[config.mk]
export PLATFORM = sky130hd
export DESIGN_NAME = thermo_decoder_flat
export DESIGN_NICKNAME = d
export VERILOG_FILES = /design/src/rtl/thermo_decoder_if.sv /design/src/rtl/thermo_decoder.sv /design/src/flat_wrapper.sv
export SDC_FILE = /design/constraint.sdc
export NUM_CORES = 1
export LEC_CHECK = 0
export ABC_AREA = 1
export ABC_CLOCK_PERIOD_IN_PS = 1800
export BUFFER_PORTS_ARGS = -buffer_cell sky130_fd_sc_hd__buf_4
export CORE_ASPECT_RATIO = 2
export CORE_MARGIN = 2
export CORE_UTILIZATION = 45
export DETAILED_ROUTE_END_ITERATION = 8
export PLACE_DENSITY = 0.74
export RECOVER_POWER = 50
export SLEW_MARGIN = 15
export SYNTH_ARGS = -nofsm -noshare
export SYNTH_HDL_FRONTEND = slang
export SYNTH_SLANG_ARGS = --single-unit
[constraint.sdc]
create_clock -name clk -period 1.8 [get_ports clk]
set_input_delay 0.09 -clock clk [delete_from_list [all_inputs] [get_ports clk]]
set_output_delay 0.09 -clock clk [all_outputs]
set_load 0.05 [all_outputs]
[src/rtl/thermo_decoder_if.sv]
// Handshake bundle for thermo_decoder: code input side, ramp select,
// and thermometer output side.
interface thermo_decoder_if;
    logic       in_valid;
    logic       in_ready;
    logic [2:0] in_code;
    logic       ramp_en;
    logic       out_valid;
    logic       out_ready;
    logic [6:0] therm;
    logic [2:0] code_q;
    logic       ramp_wrap;

    modport master (
        output in_valid,
        output in_code,
        output ramp_en,
        output out_ready,
        input  in_ready,
        input  out_valid,
        input  therm,
        input  code_q,
        input  ramp_wrap
    );

    modport slave (
        input  in_valid,
        input  in_code,
        input  ramp_en,
        input  out_ready,
        output in_ready,
        output out_valid,
        output therm,
        output code_q,
        output ramp_wrap
    );
endinterface

[src/rtl/thermo_decoder.sv]
// 3-bit binary to 7-bit thermometer decoder with a one-word output slot
// and an optional internal ramp generator as the code source.
module thermo_decoder #(
    parameter bit INV_IN   = 1'b0,
    parameter int RAMP_DIV = 4
) (
    input logic              clk,
    input logic              rst_n,
    thermo_decoder_if.slave  bus
);

    localparam logic [7:0] DIV_LAST = 8'(RAMP_DIV - 1);

    logic       valid_q, valid_d;
    logic [2:0] code_q, code_d;
    logic [6:0] therm_q, therm_d;
    logic       wrap_q, wrap_d;
    logic [7:0] div_q, div_d;
    logic [2:0] ramp_q, ramp_d;

    logic       slot_free;
    logic       in_ready;
    logic       dir_load;
    logic       ramp_term;
    logic       ramp_load;
    logic       load;
    logic [2:0] load_code;

    function automatic logic [6:0] decode(input logic [2:0] c);
        logic [6:0] t;
        unique case (c)
            3'd0: t = 7'b0000000;
            3'd1: t = 7'b0000001;
            3'd2: t = 7'b0000011;
            3'd3: t = 7'b0000111;
            3'd4: t = 7'b0001111;
            3'd5: t = 7'b0011111;
            3'd6: t = 7'b0111111;
            3'd7: t = 7'b1111111;
        endcase
        return t;
    endfunction

    // in_ready is gated by rst_n so nothing is accepted while held in reset
    assign slot_free = !valid_q || bus.out_ready;
    assign in_ready  = slot_free && !bus.ramp_en && rst_n;

    always_comb begin
        dir_load  = bus.in_valid && in_ready;
        ramp_term = bus.ramp_en && (div_q == DIV_LAST);
        ramp_load = ramp_term && slot_free;
        load      = ramp_load || dir_load;

        load_code = INV_IN ? ~bus.in_code : bus.in_code;
        if (ramp_load) begin
            load_code = ramp_q;
        end

        div_d  = div_q;
        ramp_d = ramp_q;
        if (!bus.ramp_en) begin
            div_d  = 8'd0;
            ramp_d = 3'd0;
        end else if (ramp_load) begin
            div_d  = 8'd0;
            ramp_d = ramp_q + 3'd1;
        end else if (!ramp_term) begin
            div_d  = div_q + 8'd1;
        end

        valid_d = valid_q;
        code_d  = code_q;
        therm_d = therm_q;
        if (load) begin
            valid_d = 1'b1;
            code_d  = load_code;
            therm_d = decode(load_code);
        end else if (valid_q && bus.out_ready) begin
            valid_d = 1'b0;
        end

        wrap_d = ramp_load && (ramp_q == 3'd7);
    end

    always_ff @(posedge clk or negedge rst_n) begin
        if (!rst_n) begin
            valid_q <= 1'b0;
            code_q  <= 3'd0;
            therm_q <= 7'd0;
            wrap_q  <= 1'b0;
            div_q   <= 8'd0;
            ramp_q  <= 3'd0;
        end else begin
            valid_q <= valid_d;
            code_q  <= code_d;
            therm_q <= therm_d;
            wrap_q  <= wrap_d;
            div_q   <= div_d;
            ramp_q  <= ramp_d;
        end
    end

    assign bus.in_ready  = in_ready;
    assign bus.out_valid = valid_q;
    assign bus.code_q    = code_q;
    assign bus.therm     = therm_q;
    assign bus.ramp_wrap = wrap_q;

endmodule

[src/flat_wrapper.sv]
// flat-port wrapper written by rule: the top's interface ports become plain ports
module thermo_decoder_flat 
#(
    parameter bit INV_IN   = 1'b0,
    parameter int RAMP_DIV = 4
)
  (clk, rst_n, bus_in_valid, bus_in_code, bus_ramp_en, bus_out_ready, bus_in_ready, bus_out_valid, bus_therm, bus_code_q, bus_ramp_wrap);
  thermo_decoder_if bus_i ();
  input logic clk;
  input logic rst_n;
  input wire logic [$bits(bus_i.in_valid)-1:0] bus_in_valid;
  input wire logic [$bits(bus_i.in_code)-1:0] bus_in_code;
  input wire logic [$bits(bus_i.ramp_en)-1:0] bus_ramp_en;
  input wire logic [$bits(bus_i.out_ready)-1:0] bus_out_ready;
  output wire logic [$bits(bus_i.in_ready)-1:0] bus_in_ready;
  output wire logic [$bits(bus_i.out_valid)-1:0] bus_out_valid;
  output wire logic [$bits(bus_i.therm)-1:0] bus_therm;
  output wire logic [$bits(bus_i.code_q)-1:0] bus_code_q;
  output wire logic [$bits(bus_i.ramp_wrap)-1:0] bus_ramp_wrap;
  assign bus_i.in_valid = bus_in_valid;
  assign bus_i.in_code = bus_in_code;
  assign bus_i.ramp_en = bus_ramp_en;
  assign bus_i.out_ready = bus_out_ready;
  assign bus_in_ready = bus_i.in_ready;
  assign bus_out_valid = bus_i.out_valid;
  assign bus_therm = bus_i.therm;
  assign bus_code_q = bus_i.code_q;
  assign bus_ramp_wrap = bus_i.ramp_wrap;
  thermo_decoder #(.INV_IN(INV_IN), .RAMP_DIV(RAMP_DIV)) u_core (.clk(clk), .rst_n(rst_n), .bus(bus_i));
endmodule
=== After elaboration in Yosys (flattened, before gate mapping) ===
Memory sizes are Yosys's and may differ from the RTL's. A register that Yosys moved wholly into a read port is not among the register bits.
Cells that the tools add are included.

* Add/subtract/negate cells: 2
* Equal/unequal tests: 4
* Mux-type cells: 8
* Reduce and logical (&&, ||, !) cells: 13

{| class="wikitable"
|+ Operator list
! cell !! count
|-
| $mux 8 || 3
|-
| $mux 3 || 3
|-
| $add 8x1->8 const B || 1
|-
| $eq 8x2->1 const B || 1
|-
| $logic_and 1x1->1 || 7
|-
| $add 3x1->3 const B || 1
|-
| $eq 3x3->1 const B || 1
|-
| $logic_not 1->1 || 3
|-
| $ne 3x3->1 const B || 1
|-
| $logic_or 1x1->1 || 2
|-
| $mux 1 || 2
|-
| $ne 2x1->1 const B || 1
|-
| $reduce_bool 2->1 || 1
|}

* Register bits after elaboration: 16
* Bits in read-only memories: 56
* Output and inout port bits: 13
* Logic and storage cells: 33
* Memories kept: 1

{| class="wikitable"
|+ Memories
! name !! depth !! width !! read ports !! clocked after Yosys merged registers in !! write ports !! line !! source
|-
| (no name shown) || 8 || 7 || 1 || 1 || 0 || thermo_decoder.sv:31 || <nowiki>unique case (c)</nowiki>
|}

=== Longest topological paths before layout ===
Gate-level depths: netlist (run 1).

* Depth after elaboration: 7
* Gate-level depth with buffers: 10
* Mapped depth without buffers: 10

=== Least setup slack after synthesis (run 1) ===
OpenSTA, ideal clock, no wires.

* Kind: flip-flop to output port
* Start point: register u_core.valid_q (netlist: u_core.bus.out_valid)
* End point: output bus_in_ready
* Data arrival time: 1.641 ns
* Path slack: 0.069 ns
* Cell stages (with the launch flop): 5
* Cell sequence: dfrtp_1 > nand2_1 > buf_4 > nand2_1 > nor2_1

* Cells in the longest elaborated chain, start to end: 4

{| class="wikitable"
|+ Ends and longest elaborated chain
! item !! line !! source
|-
| from (decl) || thermo_decoder.sv:14 || <nowiki>logic valid_q, valid_d;</nowiki>
|-
| from (signal assigned) || thermo_decoder.sv:94 || <nowiki>valid_q <= valid_d;</nowiki>
|-
| $logic_not 1->1 || thermo_decoder.sv:45 || <nowiki>assign slot_free = !valid_q || bus.out_ready;</nowiki>
|-
| $logic_or 1x1->1 || thermo_decoder.sv:45 ||
|-
| $logic_and 1x1->1 (2 in a row) || thermo_decoder.sv:46 || <nowiki>assign in_ready = slot_free && !bus.ramp_en && rst_n;</nowiki>
|-
| to (decl) || flat_wrapper.sv:15 || <nowiki>output wire logic [$bits(bus_i.in_ready)-1:0] bus_in_ready;</nowiki>
|}

Every way passes these cells.

=== Worst setup path in the final report (run 1) ===
* Start point: register u_core.div_q[0]
* End point: register u_core.therm_q[1] (netlist: u_core.bus.therm[1])

* Cells in the longest elaborated chain, start to end: 4
* Elaborated cells between the ends (all ways): 5
* Those cells by class: 1 x eq/ne; 1 x mux; 3 x reduce/logical

{| class="wikitable"
|+ Ends and longest elaborated chain
! item !! line !! source
|-
| from (decl) || thermo_decoder.sv:18 || <nowiki>logic [7:0] div_q, div_d;</nowiki>
|-
| from (signal assigned) || thermo_decoder.sv:98 || <nowiki>div_q <= div_d;</nowiki>
|-
| $eq 8x2->1 (*) || thermo_decoder.sv:50 || <nowiki>ramp_term = bus.ramp_en && (div_q == DIV_LAST);</nowiki>
|-
| $logic_and 1x1->1 (*) || thermo_decoder.sv:50 ||
|-
| $logic_and 1x1->1 (*) || thermo_decoder.sv:51 || <nowiki>ramp_load = ramp_term && slot_free;</nowiki>
|-
| $mux 3 / $logic_or 1x1->1 (equally long branches) || thermo_decoder.sv:55, thermo_decoder.sv:52 ||
|-
| to (decl) || thermo_decoder.sv:16 || <nowiki>logic [6:0] therm_q, therm_d;</nowiki>
|}

Mark *: on every way between the ends. The rest lies on a longest branch, timed or not.
A chain may end at the register's enable or synchronous reset.

==> results of run 1 <==
## logic make-up (layout without fill, tap and decap cells)
| family | Yosys count | after routing | share of synthesized area (%) |
|---|---|---|---|
| buffers and inverters | 16 | 40 | 6.157 |
| flip-flops | 22 | 22 | 46.71 |
| AND/OR/NAND/NOR | 72 | 72 | 34.61 |
| adder cells (fa/ha/maj) | 3 | 3 | 3.185 |
| XOR/XNOR | 6 | 6 | 4.459 |
| AO/OA/AOI/OAI | 10 | 10 | 4.884 |
## cells in the final DEF, fill, tap and decap left out, drive strengths merged
master       count
clkbuf           9
nand4            1
dlygate4sd3      1
nor2            21
nor3b            1
dfrtp           22
o21ai            6
a21oi            4
nand2           35
nor3             1
buf             16
xor2             5
ha               3
nand3           13
inv             14
xnor2            1
## layer usage
metal / up-vias / share of wire (%)
met5: - / 0
met4: 0 / 2.4
met3: 5 / 2.9
met2: 19 / 58
met1: 442 / 36
li1: 452 / -
## metrics by stage
step	setup slack (ns)	utilization, %	hold slack (ns)	power, mW	instance area (um^2)
2_1_floorplan	0.06877	-	-0.2056	0.9832	1179
3_3_place_gp	0.3210	53.45	0.0005250	1.136	1356
3_5_place_dp	0.2485	53.45	0.003439	1.142	1356
4_1_cts	0.2270	56.02	0.1017	1.496	1421
5_1_grt	0.1198	55.28	0.1136	1.540	1403
6_report	0.2415	55.28	0.1027	1.456	1403
## worst max-delay path: stages (launching register included)
cell and delay, ns:
dfrtp_1 0.40, ha_1 0.23, nand2_2 0.08, nor2_2 0.15
nand3_4 0.16, nand2_4 0.17, inv_6 0.07, nor2_4 0.11
a21oi_1 0.07
## Yosys cell counts, types with 2 or more instances
cell type	n	area, um^2
inv_1	11	41.29
inv_2	2	7.510
nand2_2	6	37.54
nand3_4	2	35.03
xor2_1	5	43.79
buf_4	2	15.01
dfrtp_1	22	550.5
nand3_1	10	50.05
nor2_1	16	60.06
nand2_4	5	56.30
nor2_2	3	18.77
o21ai_2	2	17.52
o21ai_0	2	10.01
a21oi_1	4	20.02
ha_1	3	37.54
o21ai_1	2	10.01
nand2_1	24	90.09
## area by class of cell
type / count / share of cell area [%]
inverters: 14 / 4.103
clock buffers: 4 / 3.925
flip-flops and latches: 22 / 39.25
multi-input cells: 91 / 39.61
well taps: 28 / 2.498
repair buffers: 22 / 10.62
## sequential cells by signal, indices dropped and copies added, names as in the netlist
name                  flops
u_core.bus.code_q         2
u_core.div_q              8
u_core.ramp_q             3
u_core.bus.out_valid      1
u_core.bus.ramp_wrap      1
u_core.bus.therm          7
## worst max path at each step
stage	slack, ns	depth (start not counted)	start	endpoint
finish	0.24	8	u_core.div_q[0]	u_core.bus.therm[1]
global route	0.12	8	u_core.div_q[0]	u_core.bus.therm[1]
CTS	0.23	8	u_core.div_q[0]	u_core.bus.therm[1]
detailed placement	0.25	8	u_core.div_q[0]	u_core.bus.therm[0]
global placement	0.32	8	u_core.div_q[1]	u_core.bus.therm[1]
floorplan	0.07	4	u_core.bus.out_valid	bus_in_ready
## report_power, final
group,internal [mW],leakage (nW),switching (mW)
Clock,0.195,0.0288,0.152
Combinational,0.134,0.368,0.370
Sequential,0.561,0.285,0.0443
==> results.md, run 1 <==
* Run status: completed
* Worst-margin pin slew at 0.5973 ns
* Drt total wl at 2375 um
* Post-synth cell types at 25
* Port buffer count at 20
* First-pass GRT wire length at 4008 um
* CP required at 1.95 ns
* Worst Skew at 0.006147 ns
* CP Class: reg2reg
* Cells after Synth at 129
* Hold crit path type: in2reg
* End of the worst hold path: u_core.ramp_q[2]
* Critical Path End Type: register
* N_diodes at 0
* Max cap viols at 0
* #FFs+latches synth at 22
* CP startpoint kind: register
* HP Start: bus_ramp_en
* Seq. cell area at 550.5 um^2
* Max H-tree Level at 1
* # DRC at 0
* P&R area growth vs syn at 19.00%
* Die Ht at 76.38 um
* Remaining Overflow, GRT at 0
* Area taken by multi-input logic gates at 555.5 um^2
* Clk Latency, worst-skew pair at 0.26 ns
* Num CTS Buffers at 3
* Lkg Pwr at 0.6825 nW
* Initial antenna violation count at 0
* Register area share after synthesis at 46.71%
* Post-CTS Setup Bufs at 0
* Max IR drop VDD at 0.0007770 V
* GR met1 Demand/Resource at 21.90%
* WL/cell at 13.12 um
* Final period utilization at 86.58%
* Fin crit period at 1.559 ns
* GRT Max-Usage Layer: met2
* Fraction of layout cells with a size suffix above 1 at 28.76%
* Cell Pwr Density at 1038 mW/mm^2
* Syn_nets at 140
* Fmax at 641.6 MHz
* Final Setup Violations at 0
* Reg2reg setup slack at 0.24 ns
* DR pass1 iterations at 4
* Post-DP HPWL at 1903 um
* Number of antenna-violating nets in the routed design at 0
* Core area at 0.002537 mm^2
* Number of synthesized flops with an enable pin at 0
* CTS tree: yes
* FF-to-FF Start: u_core.div_q[0]
* Fill count at 246
* CTS sink count at 22
* Clock tree buffer depth at 2
* Mean instance size in the synthesized netlist at 9.137 um^2
* Vias per inst at 5.072
* Global routing usage on met3 at 1.749%
* Vias in the first global route at 894
* Clk pin slew, worst setup/hold paths at 0.08 ns
* RSZ-0062 raised after global routing: no
* Final Non-Filler Cells at 181
* Root Buffer: clkbuf_8
* GR Layer Usage met2 at 32.10%
* Placed Cells incl. Taps at 176
* YS warnings at 0
* Largest net degree at the start of global routing at 25
* Rows at 26
* TNS Setup at 0 ns
* Worst reg-to-reg path cell count at 8
* Die Area at 0.003070 mm^2
* Fin. max-slew vios at 0
* Relative slew margins at 60.35%
* Crit path DAT at 1.71 ns
* Post_cts resized at 0
* Fin. Hold Viols at 0
* Global placer's final weighted congestion at 0.8162
* Crit-path max FO at 10
* Netlist Area Pre-Place at 0.001179 mm^2
* Ys flop type: dfrtp_1
* # IOs at 21
* Fraction of registers with async set/reset at 100.0%
* Via count at 918
* Terminus of the critical flop-to-flop path: u_core.bus.therm[1]
* Nets at 165
* Initial DRC Count at 12
* Die X-Extent at 40.19 um
* Hold depth at 3
* Initial Util at 46.45%
* Total GRT Usage at 18.92%
* Hold-fix buffers, CTS at 1
Note: power is estimated with default switching activity, not from simulation.
==> inputs of run 2 (changes only) <==
--- a/config.mk
+++ b/config.mk
@@ -12,6 +12,7 @@
 export CORE_MARGIN = 2
 export CORE_UTILIZATION = 45
 export DETAILED_ROUTE_END_ITERATION = 8
+export MAX_ROUTING_LAYER = met4
 export PLACE_DENSITY = 0.74
 export RECOVER_POWER = 50
 export SLEW_MARGIN = 15
==> run 2 against run 1 <==
Clock-buffer cell count unchanged. Largest power group unchanged. Register-to-register slack about the same. Utilization unchanged. Cell count unchanged. Cell area unchanged.
==> results.md, run 2 (synthesis gave the netlist of run 1 again) <==
* Lkg Pwr at 0.6825 nW
* N_diodes at 0
* Pwr Total at 1.458 mW
* Crit. Startpoint: u_core.div_q[0]
* Drt total wl at 2376 um
* Fin. Hold Viols at 0
* CTS sink count at 22
* Sw Ratio at 38.97%
* Internal Power at 0.8896 mW
* Max reg flops at 8
* Fin crit period at 1.559 ns
* Fraction of layout cells with a size suffix above 1 at 28.76%
* Logic pwr share at 34.6%
* CP Buf/Inv Count at 1
* Max H-tree Level at 1
* Die X-Extent at 40.19 um
* Switch Pwr at 0.5682 mW
* Final period utilization at 86.59%
* CP startpoint kind: register
* Total GRT Usage at 19.34%
* Die Ht at 76.38 um
* Fin. max-slew vios at 0
* Initial antenna violation count at 0
* Vias in the first global route at 893
* Initial Util at 46.45%
* Clk pin slew, worst setup/hold paths at 0.08 ns
* Run status: completed
* Commonest cells after routing, fill and taps aside: nand2_1 (24), dfrtp_1 (22), nor2_1 (16), buf_4 (16), inv_1 (11)
* Root Buffer: clkbuf_8
* RSZ-0062 raised after global routing: no
* Core Util, Final at 55.28%
* Relative slew margins at 60.35%
* Port buffer count at 20
* CTS tree: yes
* DR pass1 iterations at 4
* First-pass GRT wire length at 3995 um
* Clock tree buffer depth at 2
* Die Area at 0.003070 mm^2
* Nets at 165
* P&R area growth vs syn at 19.00%
* Crit-path max FO at 10
* Post-DP HPWL at 1903 um
* Worst-margin pin slew at 0.5973 ns
* Flop pwr share at 41.5%
* Max IR drop VDD at 0.0007778 V
* # DRC at 0
* Crit-path leading delay family: simple AND/OR/NAND/NOR gates
* Largest Register: u_core.div_q
* Rows at 26
* CP cell instances: ha_1 -> nand2_2 -> nor2_2 -> nand3_4 -> nand2_4 -> inv_6 -> nor2_4 -> a21oi_1
* HP Start: bus_ramp_en
* Via count at 915
* # IOs at 21
* Global placer's final weighted congestion at 0.8284
* Post_cts resized at 0
* Fmax at 641.6 MHz
* CP required at 1.95 ns
* Remaining Overflow, GRT at 0
* Initial DRC Count at 12
* Cell Pwr Density at 1039 mW/mm^2
* Crit path max-delay cell type: dfrtp_1
* Clk Latency, worst-skew pair at 0.27 ns
* FF-to-FF Start: u_core.div_q[0]
* Number of antenna-violating nets in the routed design at 0
* CP Class: reg2reg
* Crit path DAT at 1.71 ns
* Reg2reg setup slack at 0.24 ns
* Worst Skew at 0.005381 ns
* Max cap viols at 0
* Num CTS Buffers at 3
* Hold crit path type: in2reg
* Core area at 0.002537 mm^2
* Fill count at 246
* Crit path largest cell delay at 0.40 ns
* Most common cell after layout, fill and taps aside: nand2_1
* Vias per inst at 5.055
* WL/cell at 13.13 um
* Largest net degree at the start of global routing at 25
* TNS Setup at 0 ns
* Final Setup Violations at 0
* Critical Path End Type: register
* Clock power share at 23.9%
==> run 2: cell counts in the layout (fill, tap and decap cells not counted) <==
No cell type changed its count.
==> run 2: path summary, 6_finish.rpt <==
| kind | end | depth (start not counted) |
|---|---|---|
| worst max-delay path | u_core.bus.therm[1] | 8 |
| worst max register to register | u_core.bus.therm[1] | 8 |
| max in group asynchronous | u_core.div_q[3] | 2 |
| worst min-delay path | u_core.ramp_q[2] | 3 |
| worst min register to register | u_core.bus.therm[6] | 2 |
| min in group asynchronous | u_core.div_q[6] | 2 |
==> run 2: routing by layer <==
layer | wire (um) | track usage (%) | up-vias
met3 | 77 | 1.749 | 5
met2 | 1396 | 32.10 | 21
met4 | 58 | 9.000 | 0
met1 | 843 | 21.71 | 437
met5 | 0 | - | -
li1 | - | - | 452
==> run 2: power groups by stage <==
stage | combinational [mW] | clock [mW] | sequential, mW
after floorplan | 0.180 | 0 | 0.803
after global placement | 0.522 | 0 | 0.614
after detailed placement | 0.527 | 0 | 0.614
after CTS | 0.531 | 0.359 | 0.606
after global routing | 0.537 | 0.388 | 0.614
final | 0.504 | 0.349 | 0.605
==> run 2: through the flow <==
step	std cells	area (um^2)	setup slack, ns	hold slack, ns
after floorplan	129	1179	0.06877	-0.2056
after global placement	176	1356	0.3210	0.0005250
after detailed placement	176	1356	0.2485	0.003439
after CTS	181	1421	0.2270	0.1017
after global routing	181	1403	0.1220	0.1153
final	181	1403	0.2413	0.1006
==> run 2: what timing repair did <==
action | CTS | global route
hold endpoints to repair | 22 | 0
setup buffers | 0 | 0
hold buffers | 1 | 0
==> run 2: worst min-delay path, delay by kind of cell <==
family | cells | cell delay (ns)
buf+inv | 1 | 0.11
simple gates | 2 | 0.13
==> run 2: area by class of cell <==
class,count,area [um^2],area share (%)
Sequential cell,22,550.5,39.25
Timing Repair Buffer,22,148.9,10.62
Inverter,14,57.56,4.103
Tap cell,28,35.03,2.498
Multi-Input combinational cell,91,555.5,39.61
Clock buffer,4,55.05,3.925
==> inputs of run 3 (changes only) <==
--- a/config.mk
+++ b/config.mk
@@ -5,10 +5,9 @@
 export SDC_FILE = /design/constraint.sdc
 export NUM_CORES = 1
 export LEC_CHECK = 0
-export ABC_AREA = 1
+export ABC_AREA = 0
 export ABC_CLOCK_PERIOD_IN_PS = 1800
 export BUFFER_PORTS_ARGS = -buffer_cell sky130_fd_sc_hd__buf_4
-export CORE_ASPECT_RATIO = 2
 export CORE_MARGIN = 2
 export CORE_UTILIZATION = 45
 export DETAILED_ROUTE_END_ITERATION = 8
==> run 3 against run 2 <==
Global-route usage shrank 0.36 points. Setup slack lost 0.13 ns. Die area down 5.5%. Synthesized cell count down 13%. Critical path type unchanged. First-iteration DRC count increased by 58%. Clock power is 8.0% higher. Sequential share of layout area rose by 1.3 points. Largest cell class is now flip-flops and latches. Cell area down 3.1%. Critical endpoint is now u_core.bus.therm[3]. Maximum frequency down 7.9%. Critical path depth shrank 2. Power increased by 7.5%.
==> results.md, run 3 <==
* Fin. Hold Viols at 0
* Remaining Overflow, GRT at 0
* # DRC at 0
* N_diodes at 0
* Drt total wl at 2296 um
* Crit path max-delay cell type: dfrtp_1
* Cells after Synth at 112
* # IOs at 21
* P&R area growth vs syn at 21.48%
* Fraction of layout cells with a size suffix above 1 at 19.71%
* Post-DP HPWL at 1683 um
* Most common cell after layout, fill and taps aside: dfrtp_1
* RSZ-0062 raised after global routing: no
* Number of antenna-violating nets in the routed design at 0
* Port buffer count at 20
* Initial DRC Count at 19
* Synth area leaders: dfrtp_1 (49%), nand3_1 (4.9%), nand2_1 (4.7%)
* Total GRT Usage at 18.98%
* Sw Ratio at 39.09%
* Run status: completed
* Via count at 927
* Fin. max-slew vios at 0
* Top cell type's share of synthesized area at 49.22%
* Die X-Extent at 53.86 um
* Fraction of registers with async set/reset at 100.0%
* Fill count at 215
* CP required at 2.00 ns
* Commonest cells after routing, fill and taps aside: dfrtp_1 (22), buf_4 (17), nand2_1 (14)
* Ys flop type: dfrtp_1
* Number of synthesized flops with an enable pin at 0
* Worst Skew at 0.01373 ns
* Vias per inst at 5.551
* Relative slew margins at 21.30%
* Post-synth cell types at 28
* Nets at 149
* Vias in the first global route at 872
* Hold crit path type: in2reg
* CP Class: reg2reg
* YS warnings at 0
* Cell Pwr Density at 1153 mW/mm^2
* Clk pin slew, worst setup/hold paths at 0.13 ns
* #FFs+latches synth at 22
* Num CTS Buffers at 3
* Fin crit period at 1.693 ns
* Synth area leader: dfrtp_1
* Global placer's final weighted congestion at 0.8239
* Crit path largest cell delay at 0.42 ns
* Rows at 18
* Worst-margin pin slew at 1.180 ns
* Syn_nets at 123
* Crit-path max FO at 10
* CTS tree: yes
* Critical Path End Type: register
* Mean instance size in the synthesized netlist at 9.987 um^2
* Most numerous cell in the Yosys netlist: dfrtp_1
* Root Buffer: clkbuf_4
* Fmax at 590.7 MHz
* Max H-tree Level at 1
* Flop pwr share at 40.3%
* Clk Latency, worst-skew pair at 0.31 ns
* Max IR drop VDD at 0.0007410 V
* Lkg Pwr at 0.6337 nW
* Initial antenna violation count at 0
* Commonest cells post-synth: dfrtp_1 (22), nand2_1 (14), nand3_1 (11)
* Final Non-Filler Cells at 167
* Netlist Area Pre-Place at 0.001119 mm^2
* DR pass1 iterations at 4
* Clock tree buffer depth at 2
* Initial Util at 46.42%
* Largest Register: u_core.div_q
* Logic pwr share at 35.7%
* Internal Power at 0.9546 mW
* Final period utilization at 94.05%
* Clock power share at 24.1%
* Final Setup Violations at 0
* CTS sink count at 22
* Die Ht at 53.86 um
* Die Area at 0.002900 mm^2
* Core area at 0.002410 mm^2
* First-pass GRT wire length at 3843 um
* CP startpoint kind: register
* Max reg flops at 8
* Max cap viols at 0
* CP cell instances: ha_2 -> nor4b_4 -> buf_4 -> nand3_4 -> and3_1 -> a221o_1
* Switch Pwr at 0.6126 mW
* Largest net degree at the start of global routing at 23
* Crit path DAT at 1.89 ns
* Register area share after synthesis at 49.22%
* Placed Cells incl. Taps at 160
* WL/cell at 13.75 um
* TNS Setup at 0 ns
run 3: cell families (layout without fill, tap and decap cells):
kind of cell | count (synthesis) | in the layout | share of synthesized area [%]
compound gates | 23 | 23 | 11.97
xor+xnor | 6 | 6 | 4.698
fa+ha+maj | 3 | 3 | 3.356
buf+inv | 5 | 30 | 2.349
flops | 22 | 22 | 49.22
mux | 3 | 3 | 2.685
simple gates | 50 | 50 | 25.73
run 3: final cells by class:
type                       instances  area (um^2)  share of cell area [%]
clock inverter                     1        30.03                   2.210
timing repair buffer              26        167.7                   12.34
tap                               30        37.54                   2.762
sequential                        22        550.5                   40.52
clock buffer                       3        22.52                   1.657
multi-input combinational         85        550.5                   40.52
run 3: through the flow:
stage / utilization, % / total power [mW] / instance area, um^2 / worst slack [ns] / hold WS [ns]
2_1_floorplan: - / 1.038 / 1119 / 0.1506 / -0.2056
3_3_place_gp: 54.05 / 1.218 / 1303 / 0.1385 / 0.09357
3_5_place_dp: 54.05 / 1.228 / 1303 / 0.02395 / 0.09705
4_1_cts: 56.96 / 1.610 / 1373 / 0.05120 / 0.04756
5_1_grt: 56.39 / 1.655 / 1359 / 0.002402 / 0.05222
6_report: 56.39 / 1.567 / 1359 / 0.1071 / 0.05286
run 3: timing repair:
item	CTS	global route
setup endpoints to repair	1	4
hold buffers	1	0
buffers inserted	1	1
endpoints found under the hold margin	22	0
cloned	0	0
gates resized for setup	0	2
run 3: routing by layer:
metal | wire length, um | GRT usage (%) | up-vias
met3 | 79 | 2.778 | 2
met5 | 0 | - | -
met4 | 13 | 7.692 | 0
met1 | 1041 | 22.20 | 457
li1 | - | - | 452
met2 | 1162 | 32.52 | 16
run 3: worst max-delay path, delay by kind of cell (launching register included):
kind                       cells  cell delay (ns)
buffers and inverters          1             0.18
DFF                            1             0.42
adders and majority gates      1             0.24
AOI/OAI and AO/OA              1             0.25
and+or+nand+nor                3             0.51
run 3: path summary, 6_finish.rpt:
| path | startpoint | to | slack (ns) | cells past startpoint |
|---|---|---|---|---|
| worst max register to register | u_core.div_q[0] | u_core.bus.therm[3] | 0.11 | 6 |
| worst min-delay path | bus_ramp_en | u_core.ramp_q[0] | 0.05 | 3 |
| worst min register to register | u_core.bus.code_q[1] | u_core.bus.code_q[1] | 0.56 | 2 |
| max in group asynchronous | rst_n | u_core.div_q[5] | 0.41 | 3 |
| min in group asynchronous | rst_n | u_core.bus.therm[6] | 0.68 | 3 |
| worst max-delay path | u_core.div_q[0] | u_core.bus.therm[3] | 0.11 | 6 |
run 3: power groups by stage:
stage	Clock, mW	Sequential (mW)	Combinational [mW]
6_report	0.377	0.631	0.559
3_5_place_dp	0	0.640	0.588
4_1_cts	0.388	0.630	0.592
5_1_grt	0.412	0.641	0.601
3_3_place_gp	0	0.635	0.583
2_1_floorplan	0	0.877	0.161
